<file path="config.mk">
export PLATFORM = sky130hd
export DESIGN_NAME = mult_control_param
export DESIGN_NICKNAME = d
export VERILOG_FILES = /design/src/rtl/mult_ctrl_pkg.sv /design/src/rtl/mult_step_counter.sv /design/src/rtl/mult_control_param.sv
export SDC_FILE = /design/constraint.sdc
export NUM_CORES = 1
export LEC_CHECK = 0
export ABC_AREA = 1
export BUFFER_PORTS_ARGS = -buffer_cell sky130_fd_sc_hd__buf_2
export CORE_AREA = 2 2 39 41
export DETAILED_ROUTE_END_ITERATION = 8
export DIE_AREA = 0 0 41 43
export PLACE_DENSITY = 0.58
export SYNTH_ARGS = -nofsm -noshare
export SYNTH_HDL_FRONTEND = slang
export SYNTH_SLANG_ARGS = --single-unit
</file>
<file path="constraint.sdc">
create_clock -name clk -period 1.3 [get_ports clk]
set_clock_uncertainty 0.15 [all_clocks]
set_input_delay 0.26 -clock clk [delete_from_list [all_inputs] [get_ports clk]]
set_output_delay 0.26 -clock clk [all_outputs]
set_load 0.02 [all_outputs]
</file>
<file path="src/rtl/mult_ctrl_pkg.sv">
// Purpose: shared state encodings and width helpers for the sliced-multiplier controller.
// Latency: n/a (types and constant functions only).
// Backpressure: n/a.
package mult_ctrl_pkg;

    typedef enum logic [2:0] {
        ST_IDLE = 3'd0,
        ST_CALC = 3'd1,
        ST_DONE = 3'd2,
        ST_ERR  = 3'd3
    } state_e;

    // Slice-index width: enough bits to name K slices, never narrower than 1.
    function automatic int sel_width(input int k);
        return (k < 2) ? 1 : $clog2(k);
    endfunction

    // Shift width: largest shift is (K-1)+(K-1) = 2K-2 slice units.
    function automatic int shift_width(input int k);
        return (k < 2) ? 1 : $clog2(2 * k - 1);
    endfunction

    // Step-counter width: K*K partial products are visited in order.
    function automatic int step_width(input int k);
        return (k < 2) ? 1 : $clog2(k * k);
    endfunction

endpackage

</file>
<file path="src/rtl/mult_step_counter.sv">
// Purpose: step counter walking the K*K partial products, wraps at K*K-1.
// Latency: count updates on the clock edge after clr_i/en_i; last_o is combinational.
// Backpressure: none; clr_i has priority over en_i.
module mult_step_counter
    import mult_ctrl_pkg::*;
#(
    parameter int K  = 2,
    parameter int CW = step_width(K)
) (
    input  logic          clk,
    input  logic          reset_a,
    input  logic          clr_i,
    input  logic          en_i,
    output logic [CW-1:0] k_o,
    output logic          last_o
);

    localparam logic [CW-1:0] LAST_K = CW'(K * K - 1);

    logic [CW-1:0] k_q;
    logic [CW-1:0] k_d;

    // Next count: clear wins, otherwise advance and wrap after the final product.
    always_comb begin
        k_d = k_q;
        if (clr_i) begin
            k_d = '0;
        end else if (en_i) begin
            k_d = (k_q == LAST_K) ? '0 : k_q + 1'b1;
        end
    end

    // Count register; reset returns to step 0 without waiting for a clock.
    always_ff @(posedge clk or negedge reset_a) begin
        if (!reset_a) begin
            k_q <= '0;
        end else begin
            k_q <= k_d;
        end
    end

    assign k_o    = k_q;
    assign last_o = (k_q == LAST_K);

endmodule

</file>
<file path="src/rtl/mult_control_param.sv">
// Purpose: sequencing FSM for a sliced multiplier; steers slice selects and shift per step.
// Latency: start sampled in IDLE -> K*K CALC cycles -> done in cycle K*K+1.
// Backpressure: none; start during CALC or DONE aborts into ERR, start in ERR restarts.
module mult_control_param
    import mult_ctrl_pkg::*;
#(
    parameter int  WIDTH = 8,
    parameter int  SLICE = 4,
    localparam int K     = WIDTH / SLICE,
    localparam int SELW  = sel_width(K),
    localparam int SHW   = shift_width(K)
) (
    input  logic            clk,
    input  logic            reset_a,
    input  logic            start,
    output logic            done,
    output logic            clk_ena,
    output logic            sclr_n,
    output logic [SELW-1:0] input_sel_a,
    output logic [SELW-1:0] input_sel_b,
    output logic [SHW-1:0]  shift_sel,
    output logic            busy,
    output logic            err,
    output logic [2:0]      state_out
);

    localparam int            CW   = step_width(K);
    localparam logic [CW-1:0] K_CW = CW'(K);

    // A configuration that does not split evenly, or has a single slice, is meaningless.
    generate
        if (((WIDTH % SLICE) != 0) || (K < 2)) begin : g_bad_cfg
            $error("mult_control_param: WIDTH must be a multiple of SLICE with WIDTH/SLICE >= 2");
        end
    endgenerate

    state_e        state_q;
    state_e        state_d;
    logic [CW-1:0] k;
    logic          k_last;
    logic          cnt_clr;
    logic          cnt_en;
    logic [CW-1:0] k_mod;
    logic [CW-1:0] k_div;
    logic [CW:0]   sh_sum;

    mult_step_counter #(
        .K  (K),
        .CW (CW)
    ) u_step (
        .clk     (clk),
        .reset_a (reset_a),
        .clr_i   (cnt_clr),
        .en_i    (cnt_en),
        .k_o     (k),
        .last_o  (k_last)
    );

    // Step k maps to slice a = k mod K, slice b = k div K; shift is their sum.
    assign k_mod  = k % K_CW;
    assign k_div  = k / K_CW;
    assign sh_sum = {1'b0, k_mod} + {1'b0, k_div};

    // Next state and all outputs; quiet defaults, and held quiet while reset is low.
    always_comb begin
        state_d     = state_q;
        done        = 1'b0;
        clk_ena     = 1'b0;
        sclr_n      = 1'b1;
        input_sel_a = '0;
        input_sel_b = '0;
        shift_sel   = '0;
        busy        = 1'b0;
        err         = 1'b0;
        cnt_clr     = 1'b0;
        cnt_en      = 1'b0;
        if (reset_a) begin
            case (state_q)
                ST_IDLE: begin
                    if (start) begin
                        sclr_n  = 1'b0;
                        clk_ena = 1'b1;
                        cnt_clr = 1'b1;
                        state_d = ST_CALC;
                    end
                end
                ST_CALC: begin
                    busy = 1'b1;
                    if (start) begin
                        state_d = ST_ERR;
                    end else begin
                        clk_ena     = 1'b1;
                        input_sel_a = k_mod[SELW-1:0];
                        input_sel_b = k_div[SELW-1:0];
                        shift_sel   = sh_sum[SHW-1:0];
                        cnt_en      = 1'b1;
                        if (k_last) begin
                            state_d = ST_DONE;
                        end
                    end
                end
                ST_DONE: begin
                    if (start) begin
                        state_d = ST_ERR;
                    end else begin
                        done    = 1'b1;
                        state_d = ST_IDLE;
                    end
                end
                ST_ERR: begin
                    err = 1'b1;
                    if (start) begin
                        sclr_n  = 1'b0;
                        clk_ena = 1'b1;
                        cnt_clr = 1'b1;
                        state_d = ST_CALC;
                    end
                end
                default: begin
                    state_d = ST_IDLE;
                end
            endcase
        end
    end

    // State register; reset forces IDLE immediately, even mid-sequence.
    always_ff @(posedge clk or negedge reset_a) begin
        if (!reset_a) begin
            state_q <= ST_IDLE;
        end else begin
            state_q <= state_d;
        end
    end

    assign state_out = state_q;

endmodule

</file>
==> results.md, run 1 <==
- The post-synthesis instance area is 412 um^2.
- For this design the static power due to leakage is 0.000447 uW.
- The clock tree from TritonCTS is built.
- For this configuration, the core starts out at a cell density of 29.7%.
- The number of endpoints with negative hold slack in the final report is 0.
- The internal power consumption is 1120 uW.
- Global routing finished with a remaining overflow of 0.
- The yosys synthesis warning count is 0.
- For this block, the routed nets add up to 1190 um of wire.
- The net count of the mapped netlist is 64.
- Per report_power, the combinational group accounts for 79.0% of the total.
- The cell row count is 14.
- Once detail routing completed, the nets flagged for antenna violations numbered 0.
- The maximum clock path buffer count is 2.
- IR analysis of the VDD net gives a maximum drop of 1.35 mV.
- The number of synthesized register bits is 4.
- Derived from the worst setup path, the maximum achievable clock frequency is 585 MHz.
- The wire length of the first global-routing pass is 1980 um.
- The required arrival time at the worst endpoint is 890 ps.
- The number of ports placed on the die boundary is 15.
- The type of the worst min-delay path is in2async.
- The core region is 0.00138 mm^2.
- The startpoint class of the critical path is a flop.
- The net switching power is 898 uW.
- Detailed placement ended at an HPWL of 758 um.
- Of the synthesized area, sequential elements account for 24.3%.
- The flow ran to the end, but the final reports show violations.
- Across all register-to-register paths, the minimum setup slack is -120 ps.
- In this run the horizontal extent of the chip is 41 um.
- The global-route usage over all layers is 16.6%.
- In this run switching power makes up 44.4% of total power.
- The worst setup path is captured at an output pin.
- The final antenna diode count is 0.
- The initial antenna violation count is 0.
- The final number of setup-violating endpoints is 15.
- After technology mapping, the gate count stands at 56.
- Cells with a size suffix above 1 make up 68.9% of the layout.
- The number of pins with negative max-slew slack in the final report came to 0.
- The clock edge transition at the registers on the reported setup and hold paths is 40 ps.
- The worst path arrival time is 1300 ps.
- The worst path uses 132% of the clock period.
- Entering global routing, the biggest net connects 8 pins.
- The area growth from synthesis to layout is 116%.
- In the routed layout, each cell is associated on average with a via count of 4.42.
- Clock tree synthesis selected as its root buffer the cell sky130_fd_sc_hd__clkbuf_4.
- The critical path is of the reg2out type.
- Counting the buffers created by CTS gives 3.
- The congestion estimate from routability-driven global placement came to 0.747.
- Dividing the synthesized area by the synthesized cell count gives 7.35 um^2.
- The via count is 468.
- Setup slack on the critical path of the routed design comes to -411 ps.
- The die covers 0.00176 mm^2.
- The portion of total power attributed to the clock network is 8.1%.
- The post-layout total power is 2020 uW.
- Setup repair after global routing could not meet its margin everywhere.
- The number of DRC markers in iteration 0 is 5.
- For this run, design rule violations remaining after detail routing come to 0.
- The accumulated negative setup slack is -4040 ps.
- Cells fill 64.2% of the core in the end.
- The clock net sink count is 4.
- The final worst hold slack is 79.5 ps.
- The number of detailed-route iterations in the first pass is 3.
- The cell depth of the worst flop-to-flop path is 6.
- The die is 43 um tall.
- The final reports fail on setup timing.
- Clock latency on the worst-skew pair, taken at its later pin, is 230 ps.
- The number of global-route vias before repair is 428.
- The largest fanout of any net on the critical path is 3.
- The portion of total power attributed to sequential cells is 12.9%.
- For this run, the post-layout net count is 99.
- After layout, the minimum clock period comes to 1710 ps.
- The number of max-capacitance violations reported is 0.
- Input and output buffers added on the ports amount to 13.
- Synthesis instantiated 15 different standard cells from the library.
- CTS built an H-tree with a depth of 1.
- Dividing the detail-routed wire length by the instance count gives 11.3 um.
- The ratio of total power to cell area is 2280 mW/mm^2.
## layer usage
metal / share of wire, % / track usage, %
met1: 44 / 21.4
met2: 54 / 24.4
met3: 1.6 / 3.14
met4: 0.50 / 10.0
met5: 0 / 0
## critical path, cell delays in order, from the launching register on
cell                      delay [ps]
sky130_fd_sc_hd__dfrtp_2         420
sky130_fd_sc_hd__inv_2            60
sky130_fd_sc_hd__ha_4            280
sky130_fd_sc_hd__nand3_4          90
sky130_fd_sc_hd__nand2_4          90
sky130_fd_sc_hd__buf_6           110
## through the flow
stage,cell area (um^2),cells,setup WS [ps]
after global placement,649,96,-180
after floorplan,477,56,-186
after detailed placement,649,96,-193
after CTS,856,105,-404
after global routing,888,106,-458
final,888,106,-411
## cells in the mapped netlist
cell / number / area [um^2]
sky130_fd_sc_hd__buf_8: 1 / 15.0
sky130_fd_sc_hd__dfrtp_1: 4 / 100
sky130_fd_sc_hd__nand3_4: 2 / 35.0
sky130_fd_sc_hd__o22ai_2: 1 / 12.5
sky130_fd_sc_hd__nor2_1: 7 / 26.3
sky130_fd_sc_hd__nand3_1: 4 / 20.0
sky130_fd_sc_hd__conb_1: 1 / 3.75
sky130_fd_sc_hd__nand2_1: 16 / 60.1
sky130_fd_sc_hd__inv_2: 1 / 3.75
sky130_fd_sc_hd__ha_1: 5 / 62.6
sky130_fd_sc_hd__buf_4: 1 / 7.51
sky130_fd_sc_hd__nand4_1: 1 / 6.26
sky130_fd_sc_hd__inv_1: 10 / 37.5
sky130_fd_sc_hd__nand3_2: 1 / 10.0
sky130_fd_sc_hd__nand2_4: 1 / 11.3
## state kept, by name, indices dropped and copies added (netlist names)
name	flops
state_out	2
u_step.k_o	2
## area by class of cell
| type | count | area [um^2] |
|---|---|---|
| sequential | 4 | 103 |
| tap | 16 | 20.0 |
| timing repair buffer | 32 | 320 |
| inverter | 11 | 43.8 |
| fill | 111 | 495 |
| clock buffer | 4 | 26.3 |
| multi-input combinational | 39 | 375 |
## power groups by stage
stage               combinational, uW  clock (uW)  sequential (uW)
finish                           1600         165              260
global route                     1720         188              262
CTS                              1470         174              255
detailed placement               1070           0              257
global placement                 1070           0              257
floorplan                         646           0              308
## what timing repair did
item | CTS | global route
setup buffers | 4 | 4
endpoints found under the setup margin | 15 | 15
hold buffers | 1 | 0
gates resized for setup | 40 | 9
endpoints found under the hold margin | 4 | 0
pin swaps | 11 | 9
## layout by cell type (no fill, tap or decap), types with 2 or more instances in the layout
| cell | count |
|---|---|
| sky130_fd_sc_hd__ha_4 | 4 |
| sky130_fd_sc_hd__buf_6 | 18 |
| sky130_fd_sc_hd__nand3_4 | 2 |
| sky130_fd_sc_hd__buf_2 | 2 |
| sky130_fd_sc_hd__buf_4 | 10 |
| sky130_fd_sc_hd__dfrtp_1 | 2 |
| sky130_fd_sc_hd__nand2_4 | 4 |
| sky130_fd_sc_hd__dfrtp_2 | 2 |
| sky130_fd_sc_hd__nor2_1 | 2 |
| sky130_fd_sc_hd__clkbuf_4 | 3 |
| sky130_fd_sc_hd__inv_2 | 4 |
| sky130_fd_sc_hd__inv_1 | 6 |
| sky130_fd_sc_hd__nand2_1 | 12 |
| sky130_fd_sc_hd__nor2_4 | 5 |
| sky130_fd_sc_hd__nand3_2 | 4 |
## final timing paths
kind / startpoint / end
setup / recovery: state_out[0] / clk_ena
hold / removal: reset_a / u_step.k_o[0]
setup reg to reg: state_out[0] / u_step.k_o[0]
hold reg to reg: u_step.k_o[1] / u_step.k_o[1]
max in group asynchronous: reset_a / state_out[1]
min in group clk: reset_a / state_out[0]
## cells by family after synthesis
family	count (synthesis)	synth area share [%]
adder cells (fa/ha/maj)	5	15.2
other	1	0.911
AO/OA/AOI/OAI	1	3.04
AND/OR/NAND/NOR	32	41.0
flip-flops	4	24.3
buffers and inverters	13	15.5
No activity file was read; power rests on OpenSTA's default activity.
==> inputs of run 2 (changes only) <==
--- a/config.mk
+++ b/config.mk
@@ -11,6 +11,7 @@
 export DETAILED_ROUTE_END_ITERATION = 8
 export DIE_AREA = 0 0 41 43
 export PLACE_DENSITY = 0.58
+export RECOVER_POWER = 50
 export SYNTH_ARGS = -nofsm -noshare
 export SYNTH_HDL_FRONTEND = slang
 export SYNTH_SLANG_ARGS = --single-unit
==> results.md, run 2 (same netlist as run 1, synthesis figures left out) <==
- The flow ran to the end, but the final reports show violations.
- The final reports fail on setup timing.
- Max-cap violations in this run came to 0.
- The number of global-route vias before repair came to 428.
- In the finished design, the share of the clock period the worst path needs comes to 132%.
- The post-detailed-route wirelength per cell is 11.3 um.
- The initial antenna violation count is 0.
- After layout, the worst setup slack is -411 ps.
- The number of buffer cells added on primary ports is 13.
- The number of endpoints with negative hold slack in the final report is 0.
- The global-route usage over all layers is 16.6%.
- The area growth from synthesis to layout is 115%.
- The finished layout holds 106 standard cells, fillers aside.
- The residual antenna-violating net count after detailed routing is 0.
- The slowest cell on the critical path is sky130_fd_sc_hd__dfrtp_2.
- The cell row count is 14.
- The initial utilization of the core area, before any placement, comes to 29.7%.
- After floorplanning, the core was sized to cover 0.00138 mm^2.
- The first global-routing pass estimated 1980 um of wire.
- TritonCTS built the clock tree.
- The endpoint identified for the worst register-to-register timing path is u_step.k_o[0].
- The worst slack at placement is -193 ps.
- Setup violations remaining at the end of the flow were counted as 15.
- The clock edge transition at the registers on the reported setup and hold paths is 40 ps.
- The filler cell count is 112.
- The startpoint class of the critical path is a flop.
- Summed over all layers, the routed wires come to 1190 um.
- Summed over all cells, the static leakage comes to 0.000437 uW.
- The most common library cell in the layout ignoring fill and taps is sky130_fd_sc_hd__buf_6.
- In this run the count of I/O pins placed on the die edge is 15.
- The number of pins with negative max-slew slack in the final report was 0.
- On the worst path, the slowest cell contributes a delay of 420 ps.
- The worst IR drop on VDD is 1.35 mV.
- At the worst endpoint, the required time is 890 ps.
- The share of post-route cells with drive strength above 1 is 68.9%.
- The maximum clock path buffer count is 2.
- The overflow left after global routing is 0.
- The fmax is 585 MHz.
- The signal on the critical path passes through inv_2 > ha_4 > nand3_4 > nand2_4 > buf_6.
- The total number of nets in the final design is 99.
- The floorplan step defined a die boundary enclosing 0.00176 mm^2.
- The pin count of the biggest net entering global routing is 8.
- The worst path arrival time is 1300 ps.
- The total clock buffers created by CTS is 3.
- The cell depth of the worst flop-to-flop path is 6.
- The largest fanout of any net on the critical path is 3.
- For flop-to-flop paths, the worst setup slack is -120 ps.
- The shortest period the worst path allows is 1710 ps.
- The kind of capture point of the worst setup path is an output pin.
- The final antenna diode count is 0.
- In this run, placement finished with an instance count of 96.
- The critical register-to-register path startpoint is state_out[0].
- The ratio of total power to cell area is 2280 mW/mm^2.
- The die is 41 um wide.
- The routed layout has 468 vias.
- The number of DRC markers in iteration 0 is 5.
- The clock network latency to the later pin of the worst-skew pair is 230 ps.
- The buffer cell driving the clock tree root is sky130_fd_sc_hd__clkbuf_4.
- The type of the worst min-delay path is in2async.
- The design draws 2020 uW.
- The final estimated routing congestion in global placement is 0.747.
- After detailed routing, the number of remaining DRC violations is 0.
- The clock drives 4 sinks.
- The accumulated negative setup slack is -4040 ps.
- After detailed routing, the number of vias per cell comes to 4.42.
- In the layout the commonest cells are sky130_fd_sc_hd__buf_6 (18), sky130_fd_sc_hd__nand2_1 (12), sky130_fd_sc_hd__buf_4 (10).
- The floorplan step set the die height to 43 um.
- The HPWL after detailed placement is 758 um.
- The type of the setup path with the least slack is reg2out.
- In this run the number of H-tree levels came out at 1.
- Setup repair after global routing could not meet its margin everywhere.
- The number of detailed-route iterations in the first pass is 3.
- Cells fill 64.0% of the core in the end.
==> run 2: cell types whose count changed in the layout (fill, tap and decap cells not counted) <==
cell / previous run / this run
sky130_fd_sc_hd__dlymetal6s4s_1: 1 / 0
sky130_fd_sc_hd__clkdlybuf4s25_1: 0 / 1
==> run 2: metrics by stage <==
stage,instance area (um^2),hold WS [ps]
final,886,156
after global routing,886,167
after CTS,856,328
after detailed placement,649,74.9
after global placement,649,80.3
after floorplan,477,-186
==> run 2: area by class of cell <==
cell class                 count  area (um^2)  area share [%]
multi-input combinational     39          375            42.4
timing repair buffer          32          318            35.9
sequential                     4          103            11.6
inverter                      11         43.8            4.94
clock buffer                   4         26.3            2.97
tap                           16         20.0            2.26
==> run 2: how the worst max path moves through the flow <==
stage / from / end / depth (start not counted)
finish: state_out[0] / clk_ena / 5
global route: state_out[1] / input_sel_b / 5
CTS: state_out[0] / clk_ena / 5
detailed placement: state_out[1] / input_sel_a / 5
global placement: state_out[1] / input_sel_a / 5
floorplan: state_out[0] / clk_ena / 4
==> run 2: metal layers <==
metal	wire, um	track usage [%]
met2	640	24.4
met1	528	21.4
met4	6	10.0
met3	19	3.14
met5	0	0
==> run 2: repair_timing <==
action                                  4_1_cts  5_1_grt
endpoints found under the hold margin         4        0
pin swaps                                    11        9
endpoints found under the setup margin       15       15
cloned                                        0        0
buffers inserted                              4        4
resized for setup                            40        9
hold buffers                                  1        0
==> run 2: where the power goes <==
part | switching (uW) | internal, uW
Clock | 49.5 | 115
Combinational | 782 | 815
Sequential | 66.5 | 193
Total | 898 | 1120
==> run 2: critical path: cells and delay by family, from the launching register on <==
kind / cells / cell delay [ps]
buffers and inverters: 2 / 170
and+or+nand+nor: 2 / 180
adders and majority gates: 1 / 280
DFF: 1 / 420
==> inputs of run 3 (changes only) <==
--- a/config.mk
+++ b/config.mk
@@ -10,7 +10,7 @@
 export CORE_AREA = 2 2 39 41
 export DETAILED_ROUTE_END_ITERATION = 8
 export DIE_AREA = 0 0 41 43
-export PLACE_DENSITY = 0.58
+export GPL_TIMING_DRIVEN = 0
 export RECOVER_POWER = 50
 export SYNTH_ARGS = -nofsm -noshare
 export SYNTH_HDL_FRONTEND = slang
==> results.md, run 3 (same netlist as run 1, synthesis figures left out) <==
- Walking the worst path, the cells encountered are inv_2 > ha_4 > nand3_4 > nand2_4 > buf_6.
- The number of endpoints with negative hold slack in the final report is 0.
- The share of post-route cells with drive strength above 1 is 69.4%.
- Once routing completed, OpenROAD measured the worst setup slack at -445 ps.
- TritonCTS built the clock tree.
- The family of cells with the greatest summed delay on the critical path is flip-flops.
- The global-route track usage on met2 is 22.8%.
- Of all nets on the critical path, the largest fanout is 4.
- The required arrival time at the worst endpoint is 890 ps.
- Detailed placement finished with a half-perimeter wire length of 601 um.
- The residual antenna-violating net count after detailed routing is 0.
- The final antenna diode count is 0.
- After layout, the worst path uses 134% of the clock period.
- The via count is 438.
- From bottom edge to top edge, the die measures 43 um.
- The delay of the slowest cell on the worst path is 420 ps.
- The filler cell count is 118.
- The initial utilization of the core area, before any placement, comes to 29.7%.
- VDD sags by at most 0.969 mV.
- After routing the design area is 827 um^2.
- The worst hold path belongs to the class in2reg.
- Using the TritonRoute via totals, the vias-per-cell ratio works out to 4.34.
- The run finished, with violations left.
- For this run, design rule violations remaining after detail routing come to 0.
- The number of detailed-route iterations in the first pass is 3.
- For met3 alone, demand over resource in global routing was 1.57%.
- Across all hold checks on the routed design, the worst slack comes to 302 ps.
- In the final timing run, aggregate negative setup slack is -4110 ps.
- The root buffer cell chosen for the clock tree is sky130_fd_sc_hd__clkbuf_4.
- The finished layout holds 101 standard cells, fillers aside.
- The wire length of the first global-routing pass is 1560 um.
- In this run the core area contains 14 standard-cell rows.
- The checks that failed: setup timing.
- The clock passes through at most 2 buffers.
- Global routing consumed, on the met1 layer, 14.3% of the routing resources.
- For this block, the routed nets add up to 1090 um of wire.
- The most common library cell in the layout ignoring fill and taps is sky130_fd_sc_hd__buf_6.
- The tree built by TritonCTS fans out to 4 sinks.
- The number of max-capacitance violations reported is 0.
- The initial antenna violation count came to 0.
- Pin placement for this block handled 15 I/O pins.
- The clock edge transition at the registers on the reported setup and hold paths is 40 ps.
- The type of the setup path with the least slack is reg2out.
- The later pin in the worst-skew pair is clocked with a latency of 230 ps.
- On the critical path, the stage with the largest delay is an instance of sky130_fd_sc_hd__dfrtp_2.
- The number of global-route vias before repair is 392.
- After detailed routing, the average wire length per cell comes to 10.8 um.
- Setup repair after global routing could not meet its margin everywhere.
- The die span in x is 41 um.
- The area growth from synthesis to layout is 101%.
- The storage element area is 103 um^2.
- The routed design could run at a clock period as short as 1740 ps.
- The number of pins with negative max-slew slack in the final report is 0.
- The placed instances occupy a cell area of 562 um^2.
- STA puts the critical path data arrival time at 1330 ps.
- Leaving out fill and tap cells, the most frequent cells in the layout are sky130_fd_sc_hd__buf_6 (14), sky130_fd_sc_hd__nand2_1 (11), sky130_fd_sc_hd__buf_4 (9).
- The die covers 0.00176 mm^2.
- The multi-input combinational cells in the finished layout cover a total of 378 um^2.
- The ratio of total power to cell area is 2170 mW/mm^2.
- Across every metal layer, demand over resource in global routing totals 13.0%.
- At the end of the flow, the number of nets in the layout was 94.
- The final core utilization is 59.8%.
- Counting the buffers created by CTS gives 3.
- The fmax is 573 MHz.
- The total instance count after detailed placement is 85.
- In this run the number of H-tree levels came out at 1.
- The worst setup path is captured at an output pin.
- Entering global routing, the biggest net connects 9 pins.
- The final estimated routing congestion in global placement is 0.674.
- The area of the core is 0.00138 mm^2.
- The total overflow left after global routing is 0.
- The number of buffer cells added on primary ports is 13.
- Setup violations remaining at the end of the flow were counted as 14.
- Together, buffers and inverters on the worst path number 2.
- For this design the static power due to leakage is 0.000400 uW.
- The startpoint class of the critical path is a flop.
- The number of DRC markers in iteration 0 is 4.
- The layer flagged by global routing as most heavily used is met2.
## run 3: timing repair
item,CTS,global route
gates cloned,0,0
resized for setup,25,17
hold endpoints to repair,4,0
setup buffers,8,3
pin swaps,6,10
endpoints found under the setup margin,13,15
hold buffers,1,0
## run 3: report_power, final
group          leakage (uW)  internal (uW)  switching [uW]
logic              0.000337            651             706
registers         0.0000480            194            81.9
clock network     0.0000150            115            49.9
total              0.000400            960             838
## run 3: final timing paths
path	cells past startpoint	from	endpoint	slack, ps
setup / recovery	5	state_out[0]	clk_ena	-440
hold / removal	4	reset_a	state_out[0]	300
setup reg to reg	8	state_out[1]	u_step.k_o[1]	-400
hold reg to reg	2	state_out[1]	state_out[1]	400
max in group asynchronous	2	reset_a	state_out[1]	510
min in group asynchronous	2	reset_a	state_out[0]	320
## run 3: final cells by class
class | count | area share, %
Timing Repair Buffer | 25 | 28.6
Inverter | 11 | 4.99
Buffer | 2 | 2.72
Clock buffer | 4 | 3.18
Sequential cell | 4 | 12.4
Tap cell | 16 | 2.42
Multi-Input combinational cell | 39 | 45.7
## run 3: metrics by stage
| stage | power, uW | setup WS (ps) |
|---|---|---|
| floorplan | 955 | -186 |
| global placement | 1120 | -249 |
| detailed placement | 1130 | -256 |
| CTS | 1560 | -459 |
| global route | 1920 | -505 |
| finish | 1800 | -445 |
## run 3: metal layers
layer  wire, um  up-vias  part of all wire (%)
li1           -      225                     -
met4          0        0                     0
met5          0        -                     0
met3         19        0                   1.7
met2        658        5                    60
met1        415      208                    38
## run 3: worst min-delay path, delay by kind of cell
kind | cells | cell delay (ps)
buffers and inverters | 2 | 260
and+or+nand+nor | 2 | 130
